File: src/rtl/alarm_pkg.sv
// alarm_pkg: shared types and constants for the alarm scheduler and the
// display blocks that reuse its BCD time arithmetic.
//   state_t    : alarm path state codes (one-hot style, IDLE is all zeros)
//   bcd_time_t : HH:MM as four BCD digits {h1,h0,m1,m0}
package alarm_pkg;

  typedef enum logic [2:0] {
    ST_IDLE  = 3'b000,
    ST_ARMED = 3'b001,
    ST_RING  = 3'b010,
    ST_GAME  = 3'b100
  } state_t;

  typedef struct packed {
    logic [3:0] h1;
    logic [3:0] h0;
    logic [3:0] m1;
    logic [3:0] m0;
  } bcd_time_t;

  localparam int MIN_PER_HOUR  = 60;
  localparam int HOURS_PER_DAY = 24;

endpackage

File: src/rtl/alarm_scheduler_if.sv
// alarm_scheduler_if: user/clock/minigame signals of the alarm scheduler.
//   master : drives enable, wall clock, slot writes, push_m/snooze, game_done
//   slave  : the scheduler; returns state, ring, grant, slot/pending status
interface alarm_scheduler_if
  import alarm_pkg::*;
#(
  parameter int NUM_SLOTS = 4
);
  localparam int SLOT_W = $clog2(NUM_SLOTS);

  logic                 enable;
  bcd_time_t            current;
  logic                 wr_en;
  logic [SLOT_W-1:0]    wr_slot;
  bcd_time_t            wr_time;
  logic                 wr_arm;
  logic                 push_m;
  logic                 snooze;
  logic                 game_done;

  logic [2:0]           alarm_state;
  logic                 ring;
  logic                 game_grant;
  logic [SLOT_W-1:0]    active_slot;
  logic [NUM_SLOTS-1:0] pending;
  logic [NUM_SLOTS-1:0] slot_armed;
  logic [1:0]           snooze_cnt;

  modport master (
    output enable, current, wr_en, wr_slot, wr_time, wr_arm, push_m, snooze, game_done,
    input  alarm_state, ring, game_grant, active_slot, pending, slot_armed, snooze_cnt
  );

  modport slave (
    input  enable, current, wr_en, wr_slot, wr_time, wr_arm, push_m, snooze, game_done,
    output alarm_state, ring, game_grant, active_slot, pending, slot_armed, snooze_cnt
  );
endinterface

File: src/rtl/bcd_time_add.sv
// bcd_time_add: combinational BCD HH:MM + add_min (0..59) minutes.
//   t_in    : BCD time in
//   add_min : binary minutes to add
//   t_out   : BCD result; minutes carry into hours, hours wrap 23 -> 00
module bcd_time_add
  import alarm_pkg::*;
(
  input  bcd_time_t  t_in,
  input  logic [5:0] add_min,
  output bcd_time_t  t_out
);
  logic [6:0] min_bin, min_sum;
  logic [4:0] hr_bin, hr_sum;

  always_comb begin
    min_bin = 7'(t_in.m1) * 7'd10 + 7'(t_in.m0);
    hr_bin  = 5'(t_in.h1) * 5'd10 + 5'(t_in.h0);
    min_sum = min_bin + 7'(add_min);
    hr_sum  = hr_bin;
    if (min_sum >= 7'(MIN_PER_HOUR)) begin
      min_sum = min_sum - 7'(MIN_PER_HOUR);
      hr_sum  = hr_bin + 5'd1;
    end
    if (hr_sum >= 5'(HOURS_PER_DAY))
      hr_sum = hr_sum - 5'(HOURS_PER_DAY);
    t_out.h1 = 4'(hr_sum / 5'd10);
    t_out.h0 = 4'(hr_sum % 5'd10);
    t_out.m1 = 4'(min_sum / 7'd10);
    t_out.m0 = 4'(min_sum % 7'd10);
  end
endmodule

File: src/rtl/alarm_scheduler.sv
// alarm_scheduler: multi-slot alarm controller with a fire queue, single
// minigame grant and BCD snooze.
//   clk, reset : clock, async active-high reset
//   bus        : alarm_scheduler_if.slave (controls in, state/status out)
module alarm_scheduler
  import alarm_pkg::*;
#(
  parameter int NUM_SLOTS  = 4,
  parameter int SNOOZE_MIN = 5,
  parameter int MAX_SNOOZE = 3
) (
  input  logic             clk,
  input  logic             reset,
  alarm_scheduler_if.slave bus
);
  localparam int SLOT_W = $clog2(NUM_SLOTS);

  state_t               state_q, state_d;
  bcd_time_t            slot_time_q [NUM_SLOTS];
  bcd_time_t            slot_time_d [NUM_SLOTS];
  logic [NUM_SLOTS-1:0] slot_armed_q, slot_armed_d;
  logic [NUM_SLOTS-1:0] fired_q, fired_d;
  logic [NUM_SLOTS-1:0] pending_q, pending_d;
  logic [SLOT_W-1:0]    active_slot_q, active_slot_d;
  logic [SLOT_W-1:0]    snooze_slot_q, snooze_slot_d;
  logic                 snooze_valid_q, snooze_valid_d;
  bcd_time_t            snooze_time_q, snooze_time_d;
  logic [1:0]           snooze_cnt_q, snooze_cnt_d;

  bcd_time_t            snooze_target;
  logic [NUM_SLOTS-1:0] eq, match, set_vec, wr_clr, req;
  logic [SLOT_W-1:0]    first;
  logic                 in_service;

  bcd_time_add u_snooze_add (
    .t_in   (bus.current),
    .add_min(6'(SNOOZE_MIN)),
    .t_out  (snooze_target)
  );

  always_comb begin
    in_service = (state_q == ST_RING) || (state_q == ST_GAME);
    for (int i = 0; i < NUM_SLOTS; i++) begin
      eq[i]    = (bus.current == slot_time_q[i]);
      match[i] = slot_armed_q[i] && eq[i] && !fired_q[i];
    end
    set_vec = match;
    if (snooze_valid_q && bus.current == snooze_time_q)
      set_vec[snooze_slot_q] = 1'b1;
    // Disarming drops a queued slot, but never the one being serviced.
    wr_clr = '0;
    if (bus.wr_en && !bus.wr_arm && !(in_service && bus.wr_slot == active_slot_q))
      wr_clr[bus.wr_slot] = 1'b1;
    req = (pending_q | set_vec) & ~wr_clr;
    // Lowest set index wins: scan high to low, last hit is kept.
    first = '0;
    for (int i = NUM_SLOTS - 1; i >= 0; i--)
      if (req[i]) first = SLOT_W'(i);
  end

  always_comb begin
    state_d        = state_q;
    slot_time_d    = slot_time_q;
    slot_armed_d   = slot_armed_q;
    fired_d        = eq & (fired_q | match);
    pending_d      = req;
    active_slot_d  = active_slot_q;
    snooze_slot_d  = snooze_slot_q;
    snooze_valid_d = snooze_valid_q && !(bus.current == snooze_time_q);
    snooze_time_d  = snooze_time_q;
    snooze_cnt_d   = snooze_cnt_q;

    if (bus.wr_en && int'(bus.wr_slot) < NUM_SLOTS) begin
      slot_time_d[bus.wr_slot]  = bus.wr_time;
      slot_armed_d[bus.wr_slot] = bus.wr_arm;
    end

    case (state_q)
      ST_IDLE:  state_d = ST_ARMED;
      ST_ARMED: if (req != '0) begin
        state_d       = ST_RING;
        active_slot_d = first;
      end
      ST_RING: begin
        if (bus.push_m) begin
          state_d = ST_GAME;
        end else if (bus.snooze && snooze_cnt_q < 2'(MAX_SNOOZE)) begin
          state_d                  = ST_ARMED;
          pending_d[active_slot_q] = 1'b0;
          snooze_time_d            = snooze_target;
          snooze_valid_d           = 1'b1;
          snooze_slot_d            = active_slot_q;
          snooze_cnt_d             = snooze_cnt_q + 2'd1;
          active_slot_d            = '0;
        end
      end
      ST_GAME: if (bus.game_done) begin
        state_d                  = ST_ARMED;
        pending_d[active_slot_q] = 1'b0;
        snooze_cnt_d             = '0;
        active_slot_d            = '0;
      end
      default: state_d = ST_IDLE;
    endcase

    // Master switch off overrides everything except slot contents.
    if (!bus.enable) begin
      state_d        = ST_IDLE;
      pending_d      = '0;
      fired_d        = '0;
      snooze_valid_d = 1'b0;
      snooze_cnt_d   = '0;
      active_slot_d  = '0;
    end
  end

  always_ff @(posedge clk or posedge reset) begin
    if (reset) begin
      state_q        <= ST_IDLE;
      for (int i = 0; i < NUM_SLOTS; i++) slot_time_q[i] <= '0;
      slot_armed_q   <= '0;
      fired_q        <= '0;
      pending_q      <= '0;
      active_slot_q  <= '0;
      snooze_slot_q  <= '0;
      snooze_valid_q <= 1'b0;
      snooze_time_q  <= '0;
      snooze_cnt_q   <= '0;
    end else begin
      state_q        <= state_d;
      slot_time_q    <= slot_time_d;
      slot_armed_q   <= slot_armed_d;
      fired_q        <= fired_d;
      pending_q      <= pending_d;
      active_slot_q  <= active_slot_d;
      snooze_slot_q  <= snooze_slot_d;
      snooze_valid_q <= snooze_valid_d;
      snooze_time_q  <= snooze_time_d;
      snooze_cnt_q   <= snooze_cnt_d;
    end
  end

  assign bus.alarm_state = state_q;
  assign bus.ring        = (state_q == ST_RING);
  assign bus.game_grant  = (state_q == ST_GAME);
  assign bus.active_slot = active_slot_q;
  assign bus.pending     = pending_q;
  assign bus.slot_armed  = slot_armed_q;
  assign bus.snooze_cnt  = snooze_cnt_q;
endmodule
File: src/flat_wrapper.sv
// flat-port wrapper written by rule: the top's interface ports become plain ports
module alarm_scheduler_flat import alarm_pkg::*;
#(
  parameter int NUM_SLOTS  = 4,
  parameter int SNOOZE_MIN = 5,
  parameter int MAX_SNOOZE = 3
)
  (clk, reset, bus_enable, bus_current, bus_wr_en, bus_wr_slot, bus_wr_time, bus_wr_arm, bus_push_m, bus_snooze, bus_game_done, bus_alarm_state, bus_ring, bus_game_grant, bus_active_slot, bus_pending, bus_slot_armed, bus_snooze_cnt);
  alarm_scheduler_if #(.NUM_SLOTS(NUM_SLOTS)) bus_i ();
  input  logic clk;
  input  logic reset;
  input wire logic [$bits(bus_i.enable)-1:0] bus_enable;
  input wire logic [$bits(bus_i.current)-1:0] bus_current;
  input wire logic [$bits(bus_i.wr_en)-1:0] bus_wr_en;
  input wire logic [$bits(bus_i.wr_slot)-1:0] bus_wr_slot;
  input wire logic [$bits(bus_i.wr_time)-1:0] bus_wr_time;
  input wire logic [$bits(bus_i.wr_arm)-1:0] bus_wr_arm;
  input wire logic [$bits(bus_i.push_m)-1:0] bus_push_m;
  input wire logic [$bits(bus_i.snooze)-1:0] bus_snooze;
  input wire logic [$bits(bus_i.game_done)-1:0] bus_game_done;
  output wire logic [$bits(bus_i.alarm_state)-1:0] bus_alarm_state;
  output wire logic [$bits(bus_i.ring)-1:0] bus_ring;
  output wire logic [$bits(bus_i.game_grant)-1:0] bus_game_grant;
  output wire logic [$bits(bus_i.active_slot)-1:0] bus_active_slot;
  output wire logic [$bits(bus_i.pending)-1:0] bus_pending;
  output wire logic [$bits(bus_i.slot_armed)-1:0] bus_slot_armed;
  output wire logic [$bits(bus_i.snooze_cnt)-1:0] bus_snooze_cnt;
  assign bus_i.enable = bus_enable;
  assign bus_i.current = bus_current;
  assign bus_i.wr_en = bus_wr_en;
  assign bus_i.wr_slot = bus_wr_slot;
  assign bus_i.wr_time = bus_wr_time;
  assign bus_i.wr_arm = bus_wr_arm;
  assign bus_i.push_m = bus_push_m;
  assign bus_i.snooze = bus_snooze;
  assign bus_i.game_done = bus_game_done;
  assign bus_alarm_state = bus_i.alarm_state;
  assign bus_ring = bus_i.ring;
  assign bus_game_grant = bus_i.game_grant;
  assign bus_active_slot = bus_i.active_slot;
  assign bus_pending = bus_i.pending;
  assign bus_slot_armed = bus_i.slot_armed;
  assign bus_snooze_cnt = bus_i.snooze_cnt;
  alarm_scheduler #(.NUM_SLOTS(NUM_SLOTS), .SNOOZE_MIN(SNOOZE_MIN), .MAX_SNOOZE(MAX_SNOOZE)) u_core (.clk(clk), .reset(reset), .bus(bus_i));
endmodule
File: config.mk
export PLATFORM = sky130hd
export DESIGN_NAME = alarm_scheduler_flat
export DESIGN_NICKNAME = d
export VERILOG_FILES = /design/src/rtl/alarm_pkg.sv /design/src/rtl/alarm_scheduler_if.sv /design/src/rtl/bcd_time_add.sv /design/src/rtl/alarm_scheduler.sv /design/src/flat_wrapper.sv
export SDC_FILE = /design/constraint.sdc
export NUM_CORES = 1
export LEC_CHECK = 0
export ABC_AREA = 1
export BUFFER_PORTS_ARGS = -buffer_cell sky130_fd_sc_hd__buf_2
export CORE_MARGIN = 2
export CORE_UTILIZATION = 40
export CTS_CLUSTER_SIZE = 28
export DETAILED_ROUTE_END_ITERATION = 10
export SETUP_SLACK_MARGIN = 0.1
export SLEW_MARGIN = 20
export SYNTH_ARGS = -nofsm -noshare
export SYNTH_HDL_FRONTEND = slang
export SYNTH_SLANG_ARGS = --single-unit
File: constraint.sdc
create_clock -name clk -period 4 [get_ports clk]
set_input_delay 0 -clock clk [delete_from_list [all_inputs] [get_ports clk]]
set_output_delay 0 -clock clk [all_outputs]
set_load 0.01 [all_outputs]
==> impl_metrics.yaml <==
setup_path:
  slowest_delay_ns: 0.40
  rrSetupSlack_ns: 1.40
  cp-end-kind: "register"
  crit_required_ns: 4.23
  rr_startpoint: "u_core.snooze_time_q[10]"
  arrival_ns: 3.75
  endpoint: "u_core.snooze_time_q[2]"
  crit_path_max_fanout: 8
  path_common_cell: "nand2_1"
  cp-startpoint: "bus_current[4]"
  r2r_end: "u_core.bus.active_slot[1]"
  cp-start-kind: "input port"
  path_class: "input port to register"
  r2r_cells: 14
  slowest_stage: "ha_1"
sta:
  fmax_ghz: 0.2841
  tightestPinTransition_ns: 0.9406
  maxSlewHeadroom_pct: 37.29
  fin_crit_sh_pct: 88.00
  drv_slew: 0
  tns_ns: 0
  rsz0062_at_grt: "no"
  fin_worst_skew_ns: 0.005384
  report.final.setup_viol: 0
  final_hold_viol_count: 0
  finalCriticalPeriod_ns: 3.520
clocking:
  clk_latency_ns: 0.34
  max-clock-path-buffers: 2
  cts_htree_levels: 3
  cts-buffers-inserted: 9
  root_buffer: "clkbuf_16"
  cts_tree: "yes"
  clk_pin_slew_ns: 0.07
  cts.sink_count: 100
logic_synthesis:
  synth_area_per_cell_um2: 8.000
  seq_area_frac_synth_pct: 40.26
  netlist_instances: 777
  synthDistinctLibCells: 36
  synth_seq_cells: 100
  synthesis.nets: 844
  synth_area_um2: 6216
  ys_warn_count: 0
global_routing:
  grt_pass1_vias: 4823
  grt-ovfl-total: 0
  grt_usage_pct: 19.09
  grt_first_pass_wirelength_um: 24610
  grt_max_degree: 75
  antenna_found_initial: 0
placed_design:
  place_inst: 1002
  portBuffers: 58
  globalplace.congestion: 0.8054
  dp_hpwl_um: 10940
  placed_area_um2: 6688
final_layout:
  fillers: 1531
  finish.utilization_pct: 47.06
  drive_gt1_share_pct: 15.84
  antenna_cells: 0
  final_cells: 1034
  final_area_um2: 7154
  syn_to_final_growth_pct: 15.10
  fin_nets: 910
floorplanning:
  dieArea_um2: 16550
  initial_utilization_pct: 40.89
  die_height_um: 128.7
  dieWidth_um: 128.7
  rows: 45
  design.core.area_um2: 15200
  ios: 59
drt:
  post_drt_wl_per_cell_um: 14.32
  first_pass_iters: 4
  drc: 0
  viasPerCell: 4.889
  ant_nets: 0
  drt-initial-drc-count: 291
  routed_wirelength_um: 14810
  num_vias: 5055
min_path:
  hold_start: "bus_wr_time[6]"
  worstHoldPathType: "input port to register"
power_and_ir_drop:
  vdd_drop_max_v: 0.0002789
  power_w: 0.003644
  power_density_nw_per_um2: 509.4
  p_leak_nw: 3.629
status:
  status: "finished, final reports clean"
run:
  maxCapViolCount: 0
worst min-delay path by stage:
stage,slack [ns],depth (start not counted),to
final,0.02,3,u_core.slot_time_q[22]
after global routing,0.04,3,u_core.slot_time_q[19]
after CTS,0.0002,3,u_core.slot_time_q[22]
after detailed placement,0.28,2,u_core.slot_time_q[0]
after global placement,0.27,3,u_core.bus.alarm_state[2]
after floorplan,0.14,2,u_core.bus.alarm_state[2]
where the power goes:
group	internal [W]	leakage [nW]	switching (W)
Combinational	0.000551	2.23	0.000866
Sequential	0.00121	1.27	0.000152
Clock	0.000479	0.127	0.000385
flip-flops by register name (all words and copies together), names as in the netlist:
signal / flops
u_core.snooze_time_q: 14
u_core.fired_q: 4
u_core.snooze_valid_q: 1
u_core.bus.slot_armed: 4
u_core.bus.pending: 4
u_core.snooze_slot_q: 2
u_core.bus.active_slot: 2
u_core.slot_time_q: 64
u_core.bus.alarm_state: 3
u_core.bus.snooze_cnt: 2
area by class of cell:
| cell class | count | area, µm² | share of cell area, % |
|---|---|---|---|
| Multi-Input combinational cell | 558 | 3257 | 45.52 |
| Tap cell | 188 | 235.2 | 3.288 |
| Timing Repair Buffer | 86 | 545.5 | 7.625 |
| Sequential cell | 100 | 2502 | 34.98 |
| Clock inverter | 4 | 52.55 | 0.7345 |
| Clock buffer | 10 | 229.0 | 3.200 |
| Inverter | 88 | 332.8 | 4.652 |
cell usage in the layout, fill, tap and decap left out, drive strengths merged, types with 4 or more instances in the layout:
| cell | n |
|---|---|
| a21oi | 8 |
| a31oi | 5 |
| buf | 68 |
| clkbuf | 11 |
| dfrtp | 100 |
| dlygate4sd3 | 17 |
| ha | 22 |
| inv | 88 |
| nand2 | 187 |
| nand3 | 37 |
| nand4 | 14 |
| nor2 | 54 |
| nor3 | 15 |
| nor4 | 14 |
| o21ai | 103 |
| o32ai | 4 |
| or2 | 7 |
| xnor2 | 9 |
| xor2 | 68 |
layer usage:
layer	part of all wire (%)	vias up	global-route usage (%)
met2	44	76	29.85
met4	1.9	0	6.714
met5	0	-	0
li1	-	2646	-
met3	2.5	14	2.412
met1	51	2319	27.39
cell families after synthesis:
logic type / synth area share, %
and+or+nand+nor: 25.36
DFF: 40.26
adders and majority gates: 5.394
xor gates and xnor gates: 10.85
buffers and inverters: 7.427
AOI/OAI and AO/OA: 10.71
what timing repair did:
action / 4_1_cts / 5_1_grt
hold endpoints to repair: 124 / 0
buffers inserted: 0 / 1
resized for setup: 0 / 2
hold buffers: 17 / 0
endpoints found under the setup margin: 0 / 2
through the flow:
stage / worst slack [ns] / hold slack [ns]
finish: 0.4802 / 0.01635
global route: 0.1192 / 0.03574
CTS: 0.4082 / 0.0001991
detailed placement: 0.05595 / 0.2787
global placement: 0.1451 / 0.2730
floorplan: 0.4662 / 0.1408
Yosys cell counts (all sizes together):
| cell type | instances | share of area, % |
|---|---|---|
| o32ai | 4 | 0.56 |
| a21o | 1 | 0.12 |
| clkbuf | 27 | 1.6 |
| nor2 | 54 | 3.8 |
| nor3 | 15 | 1.2 |
| inv | 88 | 5.3 |
| ha | 22 | 4.4 |
| nand3b | 2 | 0.24 |
| nor4 | 14 | 1.4 |
| a21oi | 8 | 0.64 |
| nand4 | 14 | 1.6 |
| o21ai | 103 | 8.4 |
| a211oi | 2 | 0.24 |
| dfrtp | 100 | 40 |
| xnor2 | 9 | 1.3 |
| buf | 4 | 0.48 |
| nand2 | 187 | 13 |
| o31ai | 1 | 0.12 |
| o22ai | 1 | 0.10 |
| xor2 | 68 | 9.6 |
| fa | 3 | 0.97 |
| nand3 | 37 | 3.7 |
| or2 | 7 | 0.70 |
| a31oi | 5 | 0.50 |
| nor3b | 1 | 0.12 |
critical path: cells and delay by family:
kind / cells / cell delay (ns)
buf+inv: 7 / 0.58
compound gates: 1 / 0.21
fa+ha+maj: 5 / 1.36
simple gates: 18 / 1.58
(Power assumes the default switching activity.)
